[src/rtl/mcu_port_arbiter.sv]
// Arbitrates the cache's MCU-side memory port against one DMA port onto a single memory-controller port.
// Optional watchdog abort is compiled in when MCU_ARB_TIMEOUT_EN is defined.
module mcu_port_arbiter #(
  parameter int BURST   = 2,
  parameter int HOLDOFF = 2
`ifdef MCU_ARB_TIMEOUT_EN
  ,
  parameter int TIMEOUT = 255
`endif
) (
  input  logic        MCU_CLK,
  input  logic        RST,
  output logic        cpu_access,
  input  logic        cpu_do_act,
  input  logic        cpu_we,
  input  logic [31:0] cpu_addr,
  input  logic [31:0] cpu_wdata,
  output logic        cpu_ack,
  output logic [31:0] cpu_rdata,
  input  logic        dma_req,
  input  logic        dma_we,
  input  logic [31:0] dma_addr,
  input  logic [31:0] dma_wdata,
  output logic        dma_ack,
  output logic [31:0] dma_rdata,
  output logic        dma_rvalid,
  output logic        mc_do_act,
  output logic        mc_we,
  output logic [31:0] mc_addr,
  output logic [31:0] mc_wdata,
  input  logic        mc_ack,
  input  logic [31:0] mc_rdata,
  input  logic        mc_rvalid,
  output logic        err_timeout
);

  typedef enum logic [1:0] {IDLE, ISSUE, RDATA, HOLD} state_t;
  typedef enum logic {PORT_CPU, PORT_DMA} port_t;

  localparam logic [2:0] BurstLen = 3'(BURST);
  localparam logic [2:0] HoldLast = 3'(HOLDOFF - 1);

  state_t      state_q, state_d;
  port_t       owner_q, owner_d, last_q, last_d;
  logic        active_q;
  logic [2:0]  beat_q, beat_d, hold_q, hold_d;
  logic        mc_do_act_q, mc_do_act_d, mc_we_q, mc_we_d;
  logic [31:0] mc_addr_q, mc_addr_d, mc_wdata_q, mc_wdata_d;
  logic        rd_phase, beat_ok, cpu_go, abort;

`ifdef MCU_ARB_TIMEOUT_EN
  localparam logic [7:0] WdogLast = 8'(TIMEOUT - 1);
  logic [7:0] wdog_q, wdog_d;
  logic       err_q;

  always_comb begin
    wdog_d = wdog_q;
    if (state_q == IDLE)                           wdog_d = '0;
    else if (state_q == ISSUE || state_q == RDATA) wdog_d = wdog_q + 8'd1;
  end

  assign abort       = (state_q == ISSUE || state_q == RDATA) && (wdog_q == WdogLast);
  assign err_timeout = err_q;

  always_ff @(posedge MCU_CLK or negedge RST) begin
    if (!RST) begin
      wdog_q <= '0;
      err_q  <= 1'b0;
    end else begin
      wdog_q <= wdog_d;
      err_q  <= abort;
    end
  end
`else
  assign abort       = 1'b0;
  assign err_timeout = 1'b0;
`endif

  // Beats are accepted from the ISSUE cycle onward for reads, capped at BURST so the counter never wraps.
  assign rd_phase = (state_q == RDATA) || (state_q == ISSUE && !mc_we_q);
  assign beat_ok  = rd_phase && mc_rvalid && (beat_q < BurstLen);

  // active_q keeps the parked permit low while RST is asserted and until the first clock after release.
  always_comb begin
    cpu_access = 1'b0;
    case (state_q)
      IDLE:         cpu_access = active_q && !(dma_req && last_q == PORT_CPU);
      ISSUE, RDATA: cpu_access = (owner_q == PORT_CPU);
      default:      cpu_access = 1'b0;
    endcase
  end

  assign cpu_go     = cpu_do_act && cpu_access;
  assign cpu_ack    = (state_q == ISSUE) && mc_ack && !abort && (owner_q == PORT_CPU);
  assign dma_ack    = (state_q == ISSUE) && mc_ack && !abort && (owner_q == PORT_DMA);
  assign cpu_rdata  = (rd_phase && owner_q == PORT_CPU) ? mc_rdata : '0;
  assign dma_rdata  = (rd_phase && owner_q == PORT_DMA) ? mc_rdata : '0;
  assign dma_rvalid = beat_ok && (owner_q == PORT_DMA);

  assign mc_do_act = mc_do_act_q;
  assign mc_we     = mc_we_q;
  assign mc_addr   = mc_addr_q;
  assign mc_wdata  = mc_wdata_q;

  always_comb begin
    state_d     = state_q;
    owner_d     = owner_q;
    last_d      = last_q;
    beat_d      = beat_ok ? beat_q + 3'd1 : beat_q;
    hold_d      = (state_q == HOLD) ? hold_q + 3'd1 : '0;
    mc_do_act_d = mc_do_act_q;
    mc_we_d     = mc_we_q;
    mc_addr_d   = mc_addr_q;
    mc_wdata_d  = mc_wdata_q;
    case (state_q)
      IDLE: begin
        if (cpu_go || dma_req) begin
          owner_d     = cpu_go ? PORT_CPU : PORT_DMA;
          mc_we_d     = cpu_go ? cpu_we    : dma_we;
          mc_addr_d   = cpu_go ? cpu_addr  : dma_addr;
          mc_wdata_d  = cpu_go ? cpu_wdata : dma_wdata;
          mc_do_act_d = 1'b1;
          beat_d      = '0;
          state_d     = ISSUE;
        end
      end
      ISSUE: begin
        if (abort) begin
          mc_do_act_d = 1'b0;
          state_d     = HOLD;
        end else if (mc_ack) begin
          mc_do_act_d = 1'b0;
          state_d     = (mc_we_q || beat_d == BurstLen) ? HOLD : RDATA;
        end
      end
      RDATA: begin
        if (abort || beat_d == BurstLen) state_d = HOLD;
      end
      HOLD: begin
        if (hold_q == HoldLast) begin
          last_d  = owner_q;
          state_d = IDLE;
        end
      end
      default: state_d = IDLE;
    endcase
  end

  always_ff @(posedge MCU_CLK or negedge RST) begin
    if (!RST) begin
      state_q     <= IDLE;
      owner_q     <= PORT_CPU;
      last_q      <= PORT_CPU;
      active_q    <= 1'b0;
      beat_q      <= '0;
      hold_q      <= '0;
      mc_do_act_q <= 1'b0;
      mc_we_q     <= 1'b0;
      mc_addr_q   <= '0;
      mc_wdata_q  <= '0;
    end else begin
      state_q     <= state_d;
      owner_q     <= owner_d;
      last_q      <= last_d;
      active_q    <= 1'b1;
      beat_q      <= beat_d;
      hold_q      <= hold_d;
      mc_do_act_q <= mc_do_act_d;
      mc_we_q     <= mc_we_d;
      mc_addr_q   <= mc_addr_d;
      mc_wdata_q  <= mc_wdata_d;
    end
  end

endmodule

[config.mk]
export PLATFORM = sky130hd
export DESIGN_NAME = mcu_port_arbiter
export DESIGN_NICKNAME = d
export VERILOG_FILES = /design/src/rtl/mcu_port_arbiter.sv
export SDC_FILE = /design/constraint.sdc
export NUM_CORES = 1
export LEC_CHECK = 0
export ABC_AREA = 1
export BUFFER_PORTS_ARGS = -buffer_cell sky130_fd_sc_hd__buf_2
export CAP_MARGIN = 20
export CELL_PAD_IN_SITES_DETAIL_PLACEMENT = 0
export CELL_PAD_IN_SITES_GLOBAL_PLACEMENT = 2
export CORE_MARGIN = 4
export CORE_UTILIZATION = 20
export DETAILED_ROUTE_END_ITERATION = 8
export GPL_TIMING_DRIVEN = 0
export MAX_ROUTING_LAYER = met4
export PLACE_DENSITY = 0.91
export SLEW_MARGIN = 10
export SYNTH_ARGS = -nofsm -noshare
export SYNTH_HDL_FRONTEND = slang
export SYNTH_SLANG_ARGS = --single-unit
[constraint.sdc]
create_clock -name MCU_CLK -period 2 [get_ports MCU_CLK]
set_input_delay 0.4 -clock MCU_CLK [delete_from_list [all_inputs] [get_ports MCU_CLK]]
set_output_delay 0.4 -clock MCU_CLK [all_outputs]
set_load 0.01 [all_outputs]
==> results_dict.tcl, run 1 <==
set metrics [dict create \
    run_status "complete, but fails checks" \
    failed_checks "setup timing" \
    worst_path_bufs_invs 4 \
    synth_top_cell_by_area "dfrtp_1" \
    syn_inst 561 \
    timing.setup.tns_ps -6441 \
    crit_slowest_cell "dfrtp_2" \
    cts.reportedPaths.clkPinSlew_ps 60 \
    combined_area_of_all_synthesized_cells_um2 4154 \
    crit_fanout 10 \
    power.total_mw 10.34 \
    place_inst 1133 \
    synth.area.mux_share_pct 0 \
    timing.max_slew.rel_slack_pct 55.60 \
    final_min_period_over_clock_period_pct 108.5 \
    antenna_violating_nets_post_route 0 \
    design.portCount 303 \
    synth-simple-area-share_pct 29.73 \
    synth-async-reset-ratio_pct 100.0 \
    layoutNonFillerInstCount 1174 \
    rsz_0062_raised_after_global_routing "yes" \
    track_usage_pct 16.66 \
    period_minus_slack_ps 2169 \
    wl_um 20210 \
    post-route-drc-count 0 \
    hold_viol 0 \
    ys_seq_elements 77 \
    gpl.final_weighted_congestion 0.9169 \
    xor_and_xnor_fraction_of_the_mapped_netlist_area_pct 0 \
    cap_viol_max_count 0 \
    worstSetupStartpointType "flop" \
    synth_largest_type_area_fraction_pct 46.39 \
    synth-adder-area-share_pct 2.410 \
    nFillCells 2141 \
    num_rows 52 \
    flow.area_growth_from_synthesis_pct 76.57 \
    synth.yosys.warnings 0 \
    drv_slew 0 \
    post_route_cells_drive_above_1_share_pct 50.44 \
    design.final.nets 1071 \
    drt_first_iter_violations 228 \
    setup_viol 66 \
    critical_path.endpoint_type "primary output" \
    route.detailed.wl_per_inst_um 17.21 \
    clkLatencyLatePin_ps 340 \
    initial_core_util_pct 20.46 \
    critical_path_arrival_ps 1770 \
    cts_hold_buf 0 \
    die-height_um 152.1 \
    worst_path_dominant_cell_family "flip-flops" \
    power-per-cell-area_nw_per_um2 1410 \
    clock_tree.root_cell "clkbuf_16" \
    synth_top_family_by_area "simple AND/OR/NAND/NOR gates" \
    worst_path_largest_cell_delay_ps 460 \
    antenna_violations_before_repair 4 \
    min_path_type "input pin to asynchronous set/reset pin" \
    postSynthNetCount 737 \
    grt_pass1_wl_um 29550 \
    fmax_mhz 460.9 \
    drt_first_pass_iters 4 \
    final-seq-area_um2 1928 \
    grt_start_max_net_pins 44 \
    synth_compound_area_share_pct 11.75 \
    synthTopCellsByCount "138 x nor2_1, 91 x nand2_1, 77 x dfrtp_1, 71 x nand3_1, 63 x a31oi_1" \
    irDropWorstVdd_mv 0.5343 \
    yosysUniqueCellTypes 19 \
    part_of_the_yosys_area_used_for_sequential_elements_pct 46.39 \
    worstPathRequired_ps 1600 \
    dieWidth_um 152.1 \
    route.vias.total 5203 \
    via_cell_ratio 4.432 \
    finalInstanceArea_um2 7335 \
    critical_path_depth 8 \
    gr-total-overflow 0 \
    h-tree-depth 3 \
    grt_pass1_vias 5313 \
    cts_max_path_buffers 2 \
    reg2reg_depth 14 \
    die-area_um2 23140 \
    power.leakage_nw 3.706 \
    syn_area_per_cell_um2 7.405 \
    crit_type "flop to primary output" \
    timing_worst_slew_pin_value_ps 666.0 \
    crit_chain "inv_4 > ha_4 > inv_2 > nand2_4 > nand2_8 > buf_8 > nor2_2 > buf_2" \
    coreArea_um2 20300 \
    numCtsBuffers 9 \
    clock_skew_ps 5.800 \
    tritoncts "yes" \
    post_dp_cell_area_um2 6028 \
    ys_dominant_reg_cell "dfrtp_1" \
    number_of_enable_flip_flop_cells_after_synthesis 0 \
    yosys.cell_count.top_type "nor2_1" \
    io_buffer_count 301 \
    netlist_top_cells_area "dfrtp_1 46%, nor2_1 12%, a31oi_1 9.5%" \
    area_occupied_by_multi_input_gates_um2 2236 \
    setup_ws_ps -169.5 \
    dp_hpwl_um 14900 \
    numClockSinks 77 \
]
==> flip-flops by register name (all words and copies together), names as in the netlist <==
name and count:
active_q 1, beat_q 3, hold_q 3, last_q 1, mc_addr 32, mc_do_act 1
mc_wdata 32, mc_we 1, owner_q 1, state_q 2
==> final timing paths <==
path                                         from                       to  slack (ps)
min in group MCU_CLK                 dma_addr[30]  mc_addr[30]$_DFFE_PN0P_         310
max reg2reg                state_q[1]$_DFFE_PN0P_   state_q[0]$_DFFE_PN0P_          20
max                        state_q[0]$_DFFE_PN0P_            cpu_rdata[19]        -170
max in group asynchronous                     RST   state_q[0]$_DFFE_PN0P_        1330
min reg2reg                   hold_q[2]$_DFF_PN0_      hold_q[2]$_DFF_PN0_         470
min                                           RST   mc_addr[7]$_DFFE_PN0P_          40
==> area by class of cell <==
cell class,count,area share [%]
Timing Repair Buffer,323,26.27
Tap cell,270,4.606
Multi-Input combinational cell,391,30.48
Inverter,51,2.712
Buffer,42,5.510
Clock buffer,10,3.122
Sequential cell,77,26.29
Antenna cell,4,0.1365
Clock inverter,6,0.8700
==> layer usage <==
layer  up-vias  share of wire, %  track usage [%]
met5         -                 0                -
met4         0               2.5            7.406
met3        29               6.6            4.295
met2       242                51            28.18
met1      2432                39            18.54
li1       2500                 -                -
==> kinds of logic (layout without fill, tap and decap cells) <==
group / Yosys count / count (layout)
adders and majority gates: 8 / 8
and+or+nand+nor: 303 / 303
AOI/OAI and AO/OA: 78 / 78
buffers and inverters: 93 / 432
DFF: 77 / 77
other: 2 / 6
==> placed cells by master (no fill, tap or decap), drive strengths merged <==
master,instances
buf,343
nor2,138
nand2,91
dfrtp,77
nand3,72
a31oi,65
inv,50
clkbuf,32
ha,8
o21ai,7
a21oi,6
diode,4
clkinv,4
nor3,2
conb,2
clkinvlp,2
bufinv,1
==> timing repair <==
action,CTS,global route
gates resized for setup,91,129
setup buffers,11,4
setup endpoints to repair,135,138
pin swaps,7,8
cloned,4,2
endpoints found under the hold margin,0,0
==> where the power goes <==
group	total, mW	switching, mW	internal, mW
Sequential	2.71	0.418	2.30
Clock	1.66	0.696	0.966
Combinational	5.97	3.35	2.62
==> worst register-to-register path, stage by stage, from the launching register on <==
cell and delay, ps:
dfrtp_1 400, buf_4 160, ha_4 160, inv_2 60
nand2_4 100, buf_4 150, buf_4 130, nand3_1 70
nand2_1 50, inv_1 80, nand3_2 90, a21oi_2 220
nand2_1 80, nand2_1 70, nand2_1 40
==> stage by stage <==
stage,util [%],setup slack (ps),hold WS [ps]
floorplan,-,209.2,104.4
global placement,29.55,-285.0,451.3
detailed placement,29.70,-332.4,420.2
CTS,33.46,-94.83,36.92
global route,36.13,-242.7,57.22
finish,36.13,-169.5,35.52
Note: power is estimated with default switching activity, not from simulation.
==> run 2, diff against run 1 <==
- CELL_PAD_IN_SITES_DETAIL_PLACEMENT: 0 -> not set
- CELL_PAD_IN_SITES_GLOBAL_PLACEMENT: 2 -> not set
- CORE_UTILIZATION: 20 -> 25
- PLACE_DENSITY: 0.91 -> 0.66
- clock period: 2 -> 1.8 ns (I/O delays scaled with it)
==> results_dict.tcl, run 2 (synthesized netlist as in run 1, its figures left out) <==
set metrics [dict create \
    antenna_violating_nets_post_route 0 \
    rrSetupSlack_ps -180 \
    grt_pass1_wl_um 28450 \
    design.final.nets 1111 \
    timing.max_slew.rel_slack_pct 55.77 \
    numCtsBuffers 9 \
    layout_common_cells "266 x buf_2, 76 x nand2_1, 76 x dfrtp_1" \
    cap_viol_max_count 0 \
    hold_path_depth 3 \
    highest_layer "met4" \
    worstSetupStartpointType "flop" \
    timing_worst_slew_pin_value_ps 663.4 \
    power-per-cell-area_nw_per_um2 1653 \
    wl_um 21130 \
    crit_fanout 8 \
    setup_viol 133 \
    drt_first_iter_violations 219 \
    post_route_cells_drive_above_1_share_pct 58.79 \
    drv_slew 0 \
    net-switching-power_mw 5.808 \
    initial_core_util_pct 25.87 \
    commonest_non_fill_non_tap_cell_in_the_layout "buf_2" \
    route.vias.total 5447 \
    via_cell_ratio 4.716 \
    crit_slowest_cell "dfrtp_2" \
    numClockSinks 77 \
    cts_max_path_buffers 2 \
    gpl.final_weighted_congestion 0.7877 \
    critical_path.reg2reg.endpoint "mc_wdata[24]$_DFFE_PN0P_" \
    worst_path_bufs_invs 4 \
    tritoncts "yes" \
    setup_ws_ps -305.1 \
    cts.reportedPaths.clkPinSlew_ps 70 \
    coreArea_um2 16060 \
    gr-total-overflow 0 \
    io_buffer_count 301 \
    netSwitchingFraction_pct 41.63 \
    nFillCells 1436 \
    worst_r2r_startpoint "state_q[1]$_DFFE_PN0P_" \
    met3_length_um 1530 \
    antenna-diode-count 0 \
    worst_path_dominant_cell_family "flip-flops" \
    grt_pass1_vias 5172 \
    wl_met2_um 11200 \
    timing.setup.tns_ps -23530 \
    design.portCount 303 \
    clkLatencyLatePin_ps 340 \
    power.leakage_nw 4.132 \
    final_min_period_over_clock_period_pct 117.0 \
    critical_path_arrival_ps 1750 \
    power_frac_clock_pct 13.5 \
    worst_path_largest_cell_delay_ps 470 \
    die-area_um2 18740 \
    rsz_0062_raised_after_global_routing "yes" \
    die-height_um 136.9 \
    worstPathRequired_ps 1440 \
    dieWidth_um 136.9 \
    route.detailed.wl_per_inst_um 18.30 \
    irDropWorstVdd_mv 0.7442 \
    clock_tree.root_cell "clkbuf_16" \
    min_path_type "input pin to flop" \
    drt_first_pass_iters 5 \
    period_minus_slack_ps 2105 \
    p_int_mw 8.145 \
    dp_hpwl_um 13670 \
    crit_chain "inv_4 > ha_4 > inv_4 > nand2_8 > nand2_8 > clkbuf_8 > nor2_1 > buf_2" \
    track_usage_pct 20.66 \
    share_seq_of_total_power_pct 22.9 \
    h-tree-depth 3 \
    fmax_mhz 475.0 \
    hold_viol 0 \
    crit_type "flop to primary output" \
    finalInstanceArea_um2 8439 \
    antenna_violations_before_repair 0 \
    clock_skew_ps 12.24 \
    whs_endpoint "mc_addr[6]$_DFFE_PN0P_" \
    post-route-drc-count 0 \
    critical_path.endpoint_type "primary output" \
    grt_start_max_net_pins 54 \
    reg2reg_depth 17 \
    flow.area_growth_from_synthesis_pct 103.2 \
    failed_checks "setup timing" \
    post_dp_cell_area_um2 5961 \
    run_status "complete, but fails checks" \
    num_rows 46 \
    min_from "dma_addr[6]" \
    met1_length_um 8082 \
    share_comb_of_total_power_pct 63.7 \
]
## run 2: worst reg2reg max path, stage by stage, from the launching register on
cell and delay [ps]:
dfrtp_1 380, inv_2 100, buf_6 110, ha_4 130, nand2_2 40, inv_2 60
nand2_4 60, nand2_4 80, nand3_4 90, nand2_4 90, nand2_4 70, inv_8 80
buf_12 110, buf_12 100, buf_12 110, buf_8 120, nor2_2 40, a31oi_1 140
## run 2: power by group through the flow
stage	Clock [mW]	Combinational, mW	Sequential (mW)
after floorplan	0	2.50	3.33
after global placement	0	4.91	3.00
after detailed placement	0	4.97	3.02
after CTS	1.92	7.90	3.08
after global routing	1.99	9.50	3.29
final	1.88	8.88	3.19
## run 2: area by class of cell
class,count,area (um2),area share (%)
multi-input combinational,391,2562,30.36
tap,216,270.3,3.202
sequential,77,1928,22.85
timing repair buffer,363,2604,30.85
inverter,51,203.9,2.417
clock buffer,10,239.0,2.832
buffer,42,571.8,6.775
clock inverter,5,60.06,0.7116
## run 2: timing repair
| action | CTS | global route |
|---|---|---|
| setup buffers | 33 | 15 |
| hold buffers | 1 | 0 |
| endpoints found under the setup margin | 139 | 140 |
| resized for setup | 221 | 169 |
| endpoints found under the hold margin | 24 | 0 |
| cloned | 20 | 1 |
| pin swaps | 10 | 17 |
## run 2: per-layer routing
| layer | up-vias | GRT usage [%] |
|---|---|---|
| li1 | 2581 | - |
| met1 | 2584 | 23.43 |
| met2 | 253 | 37.84 |
| met3 | 29 | 4.044 |
| met4 | 0 | 4.268 |
| met5 | - | - |
## run 2: how the worst max path moves through the flow
stage                      startpoint                  endpoint  depth (start not counted)
3_5_place_dp   state_q[0]$_DFFE_PN0P_   mc_wdata[9]$_DFFE_PN0P_                         13
2_1_floorplan  state_q[0]$_DFFE_PN0P_    mc_addr[0]$_DFFE_PN0P_                         13
3_3_place_gp   state_q[0]$_DFFE_PN0P_  mc_wdata[13]$_DFFE_PN0P_                         13
6_report       state_q[0]$_DFFE_PN0P_             cpu_rdata[26]                          8
4_1_cts        state_q[0]$_DFFE_PN0P_             dma_rdata[13]                          8
5_1_grt        state_q[0]$_DFFE_PN0P_             dma_rdata[20]                          8
## run 2: per-stage QoR
step	utilization (%)	std cells	power [mW]	setup slack, ps	hold WS, ps
floorplan	-	561	5.827	47.41	64.41
global placement	36.93	1078	7.915	-447.8	451.7
detailed placement	37.12	1079	7.990	-477.4	307.8
CTS	48.95	1148	12.90	-274.4	258.8
global route	52.56	1155	14.78	-353.6	271.7
finish	52.56	1155	13.95	-305.1	274.5
==> run 3, diff against run 2 <==
- BUFFER_PORTS_ARGS: -buffer_cell sky130_fd_sc_hd__buf_2 -> -buffer_cell sky130_fd_sc_hd__clkbuf_2
==> results_dict.tcl, run 3 (synthesized netlist as in run 1, its figures left out) <==
set metrics [dict create \
    netSwitchingFraction_pct 40.71 \
    drt_first_pass_iters 5 \
    net-switching-power_mw 5.631 \
    gr-total-overflow 0 \
    antenna-diode-count 0 \
    grt_pass1_wl_um 27970 \
    power-per-cell-area_nw_per_um2 1645 \
    timing.max_slew.rel_slack_pct 59.39 \
    cts.reportedPaths.clkPinSlew_ps 60 \
    track_usage_pct 20.35 \
    cap_viol_max_count 0 \
    clkLatencyLatePin_ps 340 \
    power_frac_clock_pct 14.8 \
    numCtsBuffers 9 \
    min_path_type "input pin to flop" \
    rsz_0062_raised_after_global_routing "yes" \
    timing_worst_slew_pin_value_ps 609.1 \
    route.vias.total 5489 \
    worstPathRequired_ps 1440 \
    period_minus_slack_ps 2105 \
    drt_first_iter_violations 220 \
    post_route_cells_drive_above_1_share_pct 57.28 \
    final_min_period_over_clock_period_pct 116.9 \
    route.detailed.wl_per_inst_um 18.18 \
    run_status "complete, but fails checks" \
    reg2reg_depth 11 \
    place_inst 1079 \
    crit_type "flop to primary output" \
    nFillCells 1417 \
    numClockSinks 77 \
    gpl.final_weighted_congestion 0.7989 \
    die-height_um 136.9 \
    crit_fanout 6 \
    layoutNonFillerInstCount 1150 \
    design.final.nets 1106 \
    irDropWorstVdd_mv 0.7793 \
    holdWs_ps 252.3 \
    die-area_um2 18740 \
    failed_checks "setup timing" \
    critical_path.endpoint_type "primary output" \
    wl_um 20910 \
    setup_ws_ps -304.8 \
    p_int_mw 8.199 \
    share_comb_of_total_power_pct 62.7 \
    antenna_violating_nets_post_route 0 \
    setup_viol 136 \
    hold_path_depth 3 \
    dieWidth_um 136.9 \
    fmax_mhz 475.1 \
    post-route-drc-count 0 \
    share_seq_of_total_power_pct 22.5 \
    initial_core_util_pct 25.87 \
    h-tree-depth 3 \
    critical_path_arrival_ps 1740 \
    dp_hpwl_um 13640 \
    antenna_violations_before_repair 0 \
    num_rows 46 \
    io_buffer_count 301 \
    grt_pass1_vias 5202 \
    clock_skew_ps 8.516 \
    grt_start_max_net_pins 55 \
    tritoncts "yes" \
    drv_slew 0 \
    power.leakage_nw 4.192 \
    hold_viol 0 \
    commonest_non_fill_non_tap_cell_in_the_layout "clkbuf_2" \
    coreArea_um2 16060 \
    cts_max_path_buffers 2 \
    flow.area_growth_from_synthesis_pct 102.4 \
    design.portCount 303 \
    via_cell_ratio 4.773 \
    worstSetupStartpointType "flop" \
    layout_common_cells "236 x clkbuf_2, 76 x nand2_1, 76 x dfrtp_1" \
    clock_tree.root_cell "clkbuf_16" \
]
==> run 3: cell types whose count changed in the layout (fill, tap and decap cells not counted), sizes merged <==
| cell | change |
|---|---|
| buf | -237 |
| bufbuf | +1 |
| clkbuf | +232 |
| clkdlybuf4s15 | +1 |
| inv | -1 |
| clkinv | -2 |
| bufinv | +1 |
==> run 3: stage by stage <==
step	cell area (um2)	TNS, ps	utilization (%)	setup slack [ps]	power [mW]
finish	8407	-20100	52.35	-304.8	13.83
global route	8407	-30820	52.35	-361.6	14.70
CTS	7492	-19900	46.66	-235.3	12.30
detailed placement	5961	-48950	37.12	-484.7	8.025
global placement	5931	-82010	36.93	-466.2	7.944
floorplan	4154	0	-	47.41	5.827
==> run 3: layout make-up <==
type / instances / area [um2] / area share (%)
multi-input cells: 391 / 2534 / 30.14
well taps: 216 / 270.3 / 3.215
plain buffers: 40 / 544.3 / 6.474
clock inverters: 3 / 67.56 / 0.8037
inverters: 51 / 201.4 / 2.396
clock buffers: 12 / 266.5 / 3.170
repair buffers: 360 / 2595 / 30.87
flip-flops and latches: 77 / 1928 / 22.93
==> run 3: final timing paths <==
path / from / endpoint / slack, ps
worst max-delay path: state_q[0]$_DFFE_PN0P_ / dma_rdata[6] / -300
worst min-delay path: dma_addr[3] / mc_addr[3]$_DFFE_PN0P_ / 250
worst max register to register: state_q[0]$_DFFE_PN0P_ / mc_wdata[20]$_DFFE_PN0P_ / -150
worst min register to register: hold_q[0]$_DFF_PN0_ / hold_q[0]$_DFF_PN0_ / 470
max in group asynchronous: RST / state_q[0]$_DFFE_PN0P_ / 620
min in group asynchronous: RST / mc_wdata[0]$_DFFE_PN0P_ / 520
==> run 3: routing by layer <==
metal / wire length [um] / vias up / global-route usage [%]
li1: - / 2577 / -
met5: 0 / - / -
met2: 10520 / 293 / 34.86
met4: 968 / 0 / 8.481
met3: 1632 / 69 / 4.191
met1: 7787 / 2550 / 23.21
==> run 3: power groups by stage <==
stage | Clock, mW | Combinational [mW] | Sequential (mW)
6_report | 2.05 | 8.67 | 3.11
3_3_place_gp | 0 | 4.90 | 3.04
4_1_cts | 2.10 | 7.14 | 3.06
2_1_floorplan | 0 | 2.50 | 3.33
5_1_grt | 2.17 | 9.32 | 3.21
3_5_place_dp | 0 | 4.97 | 3.06
==> run 3: repair_timing <==
item                                    4_1_cts  5_1_grt
endpoints found under the setup margin      139      140
pin swaps                                    23       43
cloned                                       13        5
resized for setup                           162      256
buffers inserted                             29       13
hold endpoints to repair                     23        0
hold buffers                                  1        0
==> run 3: worst max-delay path, cell delays in order, from the launching register on <==
cell and delay [ps]:
dfrtp_2 460, inv_4 100, ha_4 140, inv_2 50
nand2_8 100, nand2_8 90, clkbuf_16 190, nor2_1 120
buf_2 150
